==> src/rtl/interrupt_timer.sv <==
// Bus-programmable down-counting interrupt timer with one-shot and auto-reload modes.
// Optional prescaler enabled by defining TIMER_PRESCALE_EN (CTRL[15:8] = prescale value).
module interrupt_timer (
  input  logic        clk,
  input  logic        reset,
  input  logic [1:0]  addr,
  input  logic        we,
  input  logic [31:0] din,
  output logic [31:0] dout,
  output logic        irq
);

  typedef enum logic [1:0] {
    IDLE = 2'd0,
    LOAD = 2'd1,
    CNT  = 2'd2,
    INT  = 2'd3
  } state_t;

  state_t      state_q, state_d;
  logic [3:0]  ctrl_q, ctrl_d;
  logic [31:0] preset_q, preset_d;
  logic [31:0] count_q, count_d;
  logic        irq_flag_q, irq_flag_d;

  logic        ctrl_wr;
  logic        preset_wr;
  logic        en_eff;
  logic [1:0]  mode_eff;
  logic        tick;

`ifdef TIMER_PRESCALE_EN
  logic [7:0]  scale_q, scale_d;
  logic [7:0]  psc_q, psc_d;
`endif

  // The FSM sees a CTRL write on the same edge, so enable/disable/mode take
  // effect on the writing edge itself rather than one cycle later.
  always_comb begin
    ctrl_wr   = we && (addr == 2'd0);
    preset_wr = we && (addr == 2'd1);
    en_eff    = ctrl_wr ? din[0]   : ctrl_q[0];
    mode_eff  = ctrl_wr ? din[2:1] : ctrl_q[2:1];
`ifdef TIMER_PRESCALE_EN
    tick      = (psc_q == scale_q);
`else
    tick      = 1'b1;
`endif
  end

  always_comb begin
    state_d    = state_q;
    ctrl_d     = ctrl_q;
    count_d    = count_q;
    irq_flag_d = irq_flag_q;
    preset_d   = preset_wr ? din : preset_q;
`ifdef TIMER_PRESCALE_EN
    scale_d    = scale_q;
    psc_d      = psc_q;
`endif

    unique case (state_q)
      IDLE: begin
`ifdef TIMER_PRESCALE_EN
        psc_d = '0;
`endif
        if (en_eff) state_d = LOAD;
      end
      LOAD: begin
`ifdef TIMER_PRESCALE_EN
        psc_d = '0;
`endif
        count_d = preset_q;
        state_d = en_eff ? CNT : IDLE;
      end
      CNT: begin
        if (!en_eff) begin
          state_d = IDLE;
        end else begin
`ifdef TIMER_PRESCALE_EN
          psc_d = tick ? '0 : psc_q + 8'd1;
`endif
          if (tick) begin
            if (count_q > 32'd1) begin
              count_d = count_q - 32'd1;
            end else begin
              count_d    = '0;
              irq_flag_d = 1'b1;
              state_d    = INT;
            end
          end
        end
      end
      INT: begin
        if (mode_eff == 2'b01) begin
          irq_flag_d = 1'b0;
          state_d    = LOAD;
        end else begin
          ctrl_d[0] = 1'b0;
          state_d   = IDLE;
        end
      end
      default: state_d = IDLE;
    endcase

    // A CTRL write overrides the FSM's enable clear and acknowledges the interrupt.
    if (ctrl_wr) begin
      ctrl_d     = din[3:0];
      irq_flag_d = 1'b0;
`ifdef TIMER_PRESCALE_EN
      scale_d    = din[15:8];
`endif
    end
  end

  always_ff @(posedge clk or posedge reset) begin
    if (reset) begin
      state_q    <= IDLE;
      ctrl_q     <= '0;
      preset_q   <= '0;
      count_q    <= '0;
      irq_flag_q <= 1'b0;
`ifdef TIMER_PRESCALE_EN
      scale_q    <= '0;
      psc_q      <= '0;
`endif
    end else begin
      state_q    <= state_d;
      ctrl_q     <= ctrl_d;
      preset_q   <= preset_d;
      count_q    <= count_d;
      irq_flag_q <= irq_flag_d;
`ifdef TIMER_PRESCALE_EN
      scale_q    <= scale_d;
      psc_q      <= psc_d;
`endif
    end
  end

  always_comb begin
    unique case (addr)
`ifdef TIMER_PRESCALE_EN
      2'd0:    dout = {16'h0000, scale_q, 4'h0, ctrl_q};
`else
      2'd0:    dout = {28'h0000000, ctrl_q};
`endif
      2'd1:    dout = preset_q;
      2'd2:    dout = count_q;
      default: dout = '0;
    endcase
  end

  assign irq = irq_flag_q & ctrl_q[3];

endmodule

==> config.mk <==
export PLATFORM = sky130hd
export DESIGN_NAME = interrupt_timer
export DESIGN_NICKNAME = d
export VERILOG_FILES = /design/src/rtl/interrupt_timer.sv
export SDC_FILE = /design/constraint.sdc
export NUM_CORES = 1
export LEC_CHECK = 0
export BUFFER_PORTS_ARGS = -buffer_cell sky130_fd_sc_hd__buf_4
export CORE_ASPECT_RATIO = 0.7
export CORE_MARGIN = 4
export CORE_UTILIZATION = 40
export CTS_CLUSTER_SIZE = 10
export DETAILED_ROUTE_END_ITERATION = 10
export GPL_TIMING_DRIVEN = 0
export PLACE_DENSITY = 0.69
export SYNTH_ARGS = -nofsm -noshare
export SYNTH_HDL_FRONTEND = slang
export SYNTH_SLANG_ARGS = --single-unit
==> constraint.sdc <==
create_clock -name clk -period 3.1 [get_ports clk]
set_input_delay 0.155 -clock clk [delete_from_list [all_inputs] [get_ports clk]]
set_output_delay 0.155 -clock clk [all_outputs]
set_load 0.01 [all_outputs]
==> reports/results.env, run 1 <==
CRIT_PATH_START_KIND='flop'
FINALSETUPVIOLCOUNT=0
AREA.SEQUENTIAL_SQ_MM=0.001778
TIMING.CRITICAL_PATH.TO_TYPE='flop'
DESIGN.FINAL.NETS=529
WORST-R2R-CELL-COUNT=9
TIMING.FINAL.CRIT_SHARE_PCT=96.93
CRITPATHMOSTFREQUENTCELL='buf_6'
AREA_GROWTH_PCT=25.44
DIE_W_MICRONS=128.4
SYNTH-SEQ-CELLS=71
SYNTHARSTFLOPSHARE_PCT=100.0
HP-CLASS='in -> reg'
TOTAL_POWER_uW=4278
CLKSLEWWORSTSETUPHOLDPATHS_NS=0.06
WIRE_LENGTH_OF_THE_FIRST_GLOBAL_ROUTING_PASS_MM=20.26
DRC=0
CRITICAL-PATH-SLOWEST-CELL='or4b_4'
CORE-AREA_SQ_MM=0.009797
ROUTED_WL_MM=12.93
R2R-START='count_q[4]'
TRITONCTS.NUM_BUFFERS=9
ROUTE.ANTENNA.REMAINING_NETS=0
POWER.DENSITY_CELL_AREA_mW_PER_MM2=840.5
N_ANTENNA_CELL=0
ENDPOINT='count_q[20]'
DATA_REQUIRED_TIME_OF_THE_CRITICAL_PATH_NS=3.32
GRT.TOTAL_USAGE_PCT=22.20
SYN_AREA_SQ_MM=0.004058
RATIO_OF_CELLS_WITH_DRIVE_ABOVE_1_IN_THE_FINAL_LAYOUT_PCT=29.90
FIN_WORST_HOLD_SLACK_NS=0.03653
TIMING_WORST_SETUP_PATH_TYPE='reg -> reg'
FLOORPLAN.INITIALDENSITY_PCT=41.42
END_OF_THE_WORST_REGISTER_TO_REGISTER_PATH='count_q[20]'
YS.WARNINGS.COUNT=0
NUM_VIAS=3861
IO_PINS=70
RSZ0062_AT_GRT='no'
SYNTHESIS.NETS=449
MAX_CLOCK_FREQ_MHz=332.8
AREA_USED_BY_MULTI_INPUT_COMBINATIONAL_LOGIC_SQ_MM=0.002088
CTS_MAX_LEVEL=3
PLACEMENTROWS=30
CRITPATHARRIVALTIME_NS=3.23
PLACEMENT.IO_BUFFERS=68
ROUTABILITYCONGESTION=0.9080
CLKLATENCYLATEPIN_NS=0.34
STARTPOINT='count_q[4]'
FINAL_PERIOD_MINUS_WORST_SETUP_SLACK_NS=3.005
CTS_TREE='done'
TIMING_MAX_TRANSITION_VIOLATIONS_FINAL=0
LEAKAGE_uW=0.002175
MAX_SLEW_MARGIN_PCT=46.81
MAX_CAP_VIOLATIONS=0
WORSTPATHMAXFANOUT=9
VIAS_PER_CELL=6.197
SYNTH-SEQ-AREA-SHARE_PCT=43.79
FINAL.SETUP_SKEW_NS=0.009353
REPORT.FINAL.HOLD_VIOL_COUNT=0
CPPEAKSTAGEDELAY_NS=0.51
PLACE_HPWL_MM=9.199
SYN-INSTANCE-COUNT=410
YOSYS_MOST_USED_DFF='dfrtp_1'
TIGHTEST_SLEW_NS=0.7925
CRITICAL_PATH_CELL_BY_CELL='buf_6, or4_4, buf_6, or4b_4, buf_6, or3_1, or3_1, a21oi_1, o21ai_1'
FINAL.SETUP.WORST_SLACK_NS=0.09513
CTS.ROOT.BUFFER_CELL='clkbuf_16'
POSTSYNTHAREAPERCELL_SQ_UM=9.897
CLOCK-SINKS=71
GRT_PASS1_VIAS=3759
YS_TYPES=58
STATUS='finished, final reports clean'
GRT_MAX_DEGREE=59
DRT-WIRELENGTH-PER-CELL_MICRONS=20.75
SYNTH-EDFF-COUNT=0
DIE_FOOTPRINT_SQ_MM=0.01185
GR-TOTAL-OVERFLOW=0
DIE-HEIGHT_MICRONS=92.27
DETAILEDROUTE.FIRSTPASSITERATIONCOUNT=7
TIMING.REG2REG.SETUP_SLACK_NS=0.1
GRT_ANTENNA_BEFORE_REPAIR=0
FILL_CELLS=920
CTS-ROOT-TO-SINK-BUFFERS=2
WORST_IR_DROP_VDD_mV=0.3919
DETAILEDPLACE.WORSTSLACK_NS=-0.2317
FIRST_ITER_VIOLATIONS=342
cells in the final DEF (no fill, tap or decap), types with 3 or more instances in the layout:
master / n
a21oi_1: 20
a221o_1: 3
a22o_1: 31
a22oi_1: 5
a32oi_1: 3
and3_1: 6
buf_1: 4
buf_2: 5
buf_4: 71
buf_6: 3
clkbuf_1: 22
clkbuf_16: 9
clkbuf_8: 4
dfrtp_1: 70
inv_1: 10
mux2_2: 35
mux2i_1: 6
nand2_1: 29
nand2b_1: 6
nand3_1: 3
nor2_1: 9
nor2b_1: 7
nor3_1: 20
nor4_1: 9
o211ai_1: 5
o21ai_0: 23
o21ai_1: 3
o22ai_1: 7
o311ai_0: 5
o31ai_1: 6
o41ai_1: 3
or3_1: 5
or3_2: 5
or4_1: 5
report_power, final:
group / internal, uW / total (uW) / leakage [uW] / switching, uW
combinational: 729 / 1720 / 0.00115 / 989
sequential: 1210 / 1550 / 0.000882 / 343
clock: 628 / 1010 / 0.000145 / 381
logic make-up (layout without fill, tap and decap cells):
logic type,after synthesis,in the layout,share of synthesized area [%]
adder cells (fa/ha/maj),2,2,0.6166
buffers and inverters,48,133,5.396
flip-flops,71,71,43.79
AO/OA/AOI/OAI,131,131,23.07
multiplexers,41,41,11.19
AND/OR/NAND/NOR,117,117,15.94
synth_stat cells (3+ instances only):
master	n	share of area, %
dfrtp_1	71	44
mux2_2	35	9.7
a22o_1	31	6.7
nand2_1	29	2.7
o21ai_0	23	2.8
clkbuf_1	21	1.9
nor3_1	21	2.6
a21oi_1	20	2.5
inv_1	11	1.0
nor2_1	10	0.93
nor4_1	9	1.4
nor2b_1	7	1.1
o22ai_1	7	1.1
and3_1	6	0.93
buf_2	6	0.74
mux2i_1	6	1.5
nand2b_1	6	0.93
o31ai_1	6	1.1
or4_1	6	1.1
a22oi_1	5	0.93
o211ai_1	5	0.93
o311ai_0	5	1.1
or3_1	5	0.77
or3_2	5	0.93
buf_1	4	0.37
a221o_1	3	0.74
a32oi_1	3	0.65
buf_6	3	0.83
nand3_1	3	0.37
o21ai_1	3	0.37
o41ai_1	3	0.65
worst min path at each step:
stage           start           to  slack [ns]  cells after the start
2_1_floorplan  din[0]    ctrl_q[0]        0.27                      2
3_3_place_gp   din[0]    ctrl_q[0]        0.38                      3
3_5_place_dp    reset  preset_q[5]         0.1                      2
4_1_cts        din[0]    ctrl_q[0]        0.03                      3
5_1_grt        din[0]    ctrl_q[0]        0.04                      3
6_report       din[0]    ctrl_q[0]        0.04                      3
layout make-up:
cell class                 instances  share of cell area, %
sequential                        71                  34.93
multi-input combinational        291                  41.03
timing repair buffer              70                  10.77
clock inverter                     2                 0.2458
tap                              128                  3.147
buffer                            36                  3.441
clock buffer                      14                  5.580
inverter                          11                 0.8604
through the flow:
step	cells	TNS, ns	utilization [%]	cell area (sq um)
after floorplan	410	0	-	4058
after global placement	606	-1.757	48.26	4728
after detailed placement	607	-1.523	48.57	4758
after CTS	624	0	51.85	5080
after global routing	623	0	51.95	5090
final	623	0	51.95	5090
critical path, delay by kind of cell (launching register included):
family / cells / cell delay (ns)
flip-flops: 1 / 0.37
AND/OR/NAND/NOR: 4 / 1.86
buffers and inverters: 3 / 0.43
AO/OA/AOI/OAI: 2 / 0.23
state kept, by name, summed over array words and instances (netlist names):
signal,cells
count_q,32
ctrl_q,4
irq_flag_q,1
preset_q,32
state_q,2
routing by layer:
layer | GRT usage (%) | wire, microns | vias up
met4 | 7.244 | 286 | 0
met2 | 32.06 | 5477 | 217
li1 | - | - | 1723
met5 | 0 | 0 | -
met1 | 31.88 | 5766 | 1888
met3 | 6.170 | 1399 | 33
timing repair:
| item | 4_1_cts | 5_1_grt |
|---|---|---|
| resized for setup | 2 | 6 |
| hold endpoints to repair | 13 | 0 |
| pin swaps | 0 | 0 |
| setup buffers | 0 | 0 |
| endpoints found under the setup margin | 17 | 10 |
| cloned | 0 | 0 |
| hold buffers | 1 | 0 |
No activity file was read; power rests on OpenSTA's default activity.
==> run 2, diff against run 1 <==
--- a/config.mk
+++ b/config.mk
@@ -8,11 +8,11 @@
 export BUFFER_PORTS_ARGS = -buffer_cell sky130_fd_sc_hd__buf_4
 export CORE_ASPECT_RATIO = 0.7
 export CORE_MARGIN = 4
-export CORE_UTILIZATION = 40
+export CORE_UTILIZATION = 50
 export CTS_CLUSTER_SIZE = 10
 export DETAILED_ROUTE_END_ITERATION = 10
 export GPL_TIMING_DRIVEN = 0
-export PLACE_DENSITY = 0.69
+export PLACE_DENSITY = 0.82
 export SYNTH_ARGS = -nofsm -noshare
 export SYNTH_HDL_FRONTEND = slang
 export SYNTH_SLANG_ARGS = --single-unit
==> run 2 against run 1 <==
Net effect:
- clock-buffer cell count shrank 2
- setup slack lost 0.020 ns
- register-to-register slack lost 0.02 ns
- total power grew 0.39%
- sequential share of layout area grew 0.49 points
- non-clock buffer count shrank 1
- first-iteration DRC count grew 12%
- via count shrank 0.52%
- critical path type unchanged
- largest cell class unchanged
==> reports/results.env, run 2 (synthesis gave the netlist of run 1 again) <==
ROUTED_WL_MM=12.59
GRT_PASS1_VIAS=3705
GRT_ANTENNA_BEFORE_REPAIR=0
WORST_IR_DROP_VDD_mV=0.5049
CRITPATHMOSTFREQUENTCELL='buf_6'
CTS_MAX_LEVEL=3
GRT.TOTAL_USAGE_PCT=26.90
TIMING.REG2REG.SETUP_SLACK_NS=0.07
HP-CLASS='in -> async'
LEAKAGE_uW=0.002167
TOTAL_POWER_uW=4295
CLOCKPOWERSHARE_PCT=23.8
INTERNAL-POWER_uW=2575
CLKLATENCYLATEPIN_NS=0.34
TIMING_MAX_TRANSITION_VIOLATIONS_FINAL=0
CTS_TREE='done'
DATA_REQUIRED_TIME_OF_THE_CRITICAL_PATH_NS=3.33
PLACE.DETAILED.INSTANCES=579
POST-CTS-SETUP-BUFFERS=0
FINAL_PERIOD_MINUS_WORST_SETUP_SLACK_NS=3.025
ROUTABILITYCONGESTION=0.9621
CTS-ROOT-TO-SINK-BUFFERS=2
CRITPATHARRIVALTIME_NS=3.25
N_ANTENNA_CELL=0
VIAS_PER_CELL=6.455
INSTANCES_NO_FILL=595
CRITICAL_PATH.TOP_DELAY_FAMILY='simple AND/OR/NAND/NOR gates'
FINAL.SETUP_SKEW_NS=0.008434
DRT-WIRELENGTH-PER-CELL_MICRONS=21.16
PATH_BUF_INV=4
STATUS='finished, final reports clean'
DESIGN.FINAL.NETS=528
WORST-R2R-CELL-COUNT=10
POWER.DENSITY_CELL_AREA_mW_PER_MM2=855.6
CTS-HOLD-FIX-BUFFERS=0
DIE-HEIGHT_MICRONS=83.37
LAYOUT.CELLS.MOST_COMMON_LIST='buf_4, dfrtp_1, mux2_2'
FINALSETUPVIOLCOUNT=0
TIMING_WORST_SETUP_PATH_TYPE='reg -> reg'
CORE-AREA_SQ_MM=0.007871
RATIO_OF_CELLS_WITH_DRIVE_ABOVE_1_IN_THE_FINAL_LAYOUT_PCT=29.96
FIRST_ITER_VIOLATIONS=383
GR-TOTAL-OVERFLOW=0
AREA_GROWTH_PCT=23.71
MAX_SLEW_MARGIN_PCT=40.72
FLOORPLAN.INITIALDENSITY_PCT=51.55
DRC=0
R2R-START='count_q[4]'
GRT_MAX_DEGREE=72
PLACEMENTROWS=27
LARGEST_REGISTERS='count_q: 32 flops, preset_q: 32 flops, ctrl_q: 4 flops'
CRITICAL_PATH_CELL_BY_CELL='buf_6, or4_4, buf_6, or4b_4, buf_6, or3_1, clkbuf_2, or3_1, a21oi_1, o21ai_1'
WORSTPATHMAXFANOUT=9
MAX_CAP_VIOLATIONS=0
NUM_VIAS=3841
PLACE_HPWL_MM=8.733
PLACEMENT.IO_BUFFERS=68
CRIT_PATH_START_KIND='flop'
CLOCK-SINKS=71
DIE_FOOTPRINT_SQ_MM=0.009643
LAYOUT_COMMONEST_CELL='buf_4'
NETSWITCHINGFRACTION_PCT=40.05
CPPEAKSTAGEDELAY_NS=0.51
NET-SWITCHING-POWER_uW=1720
MAX_CLOCK_FREQ_MHz=330.6
COMBINATIONALPOWERSHARE_PCT=40.0
CLKSLEWWORSTSETUPHOLDPATHS_NS=0.06
CTS.ROOT.BUFFER_CELL='clkbuf_16'
REPORT.FINAL.HOLD_VIOL_COUNT=0
CRITICAL-PATH-SLOWEST-CELL='or4b_4'
END_OF_THE_WORST_REGISTER_TO_REGISTER_PATH='count_q[20]'
TIMING.CRITICAL_PATH.TO_TYPE='flop'
POWER.SHARE.SEQUENTIAL_PCT=36.2
DETAILEDROUTE.FIRSTPASSITERATIONCOUNT=7
TRITONCTS.NUM_BUFFERS=9
WIRE_LENGTH_OF_THE_FIRST_GLOBAL_ROUTING_PASS_MM=19.91
TIGHTEST_SLEW_NS=0.8891
TIMING.FINAL.CRIT_SHARE_PCT=97.58
DIE_W_MICRONS=115.7
ROUTE.ANTENNA.REMAINING_NETS=0
IO_PINS=70
==> run 2: layout make-up <==
class / count / area (sq um)
Multi-Input combinational cell: 291 / 2088
Inverter: 11 / 43.79
Fill cell: 663 / 2851
Tap cell: 101 / 126.4
Timing Repair Buffer: 68 / 510.5
Buffer: 37 / 181.4
Clock inverter: 4 / 45.04
Sequential cell: 71 / 1778
Clock buffer: 12 / 246.5
==> run 2: worst max path at each step <==
stage | startpoint | endpoint | cells after the start
2_1_floorplan | count_q[4] | count_q[20] | 10
3_3_place_gp | count_q[5] | count_q[5] | 10
3_5_place_dp | count_q[5] | count_q[5] | 10
4_1_cts | count_q[16] | count_q[5] | 10
5_1_grt | count_q[16] | count_q[5] | 10
6_report | count_q[4] | count_q[20] | 10
==> run 2: repair_timing <==
action | in CTS | in global routing
endpoints found under the setup margin | 18 | 12
resized for setup | 2 | 8
pin swaps | 0 | 1
==> run 2: worst reg2reg max path, cell delays in order, from the launching register on <==
cell      delay [ns]
dfrtp_1         0.37
buf_6           0.13
or4_4           0.51
buf_6           0.15
or4b_4          0.51
buf_6           0.15
or3_1           0.34
clkbuf_2        0.16
or3_1           0.35
a21oi_1         0.17
o21ai_1         0.07
==> run 2: power by group through the flow <==
stage               Clock [uW]  Sequential [uW]  Combinational (uW)
floorplan                    0             1440                1130
global placement             0             1520                1590
detailed placement           0             1540                1630
CTS                       1040             1530                1660
global route              1080             1590                1860
finish                    1020             1550                1720
==> run 2: metal layers <==
metal	up-vias	routed length, microns	global-route usage [%]
met5	-	0	0
met4	0	246	9.168
met3	31	1311	6.628
met2	232	5540	38.71
met1	1855	5493	39.40
li1	1723	-	-
==> run 2: per-stage QoR <==
step                setup WS [ns]    TNS, ns  cell area (sq um)  utilization (%)  hold slack, ns
detailed placement        -0.2006     -1.543               4697            59.67          0.3917
global placement          -0.1690     -1.011               4695            59.64          0.3879
global route            -0.003118  -0.003118               5020            63.77         0.03753
floorplan                  0.2283          0               4058                -          0.2718
CTS                       0.07023          0               5004            63.57         0.03510
finish                    0.07500          0               5020            63.77        0.004337
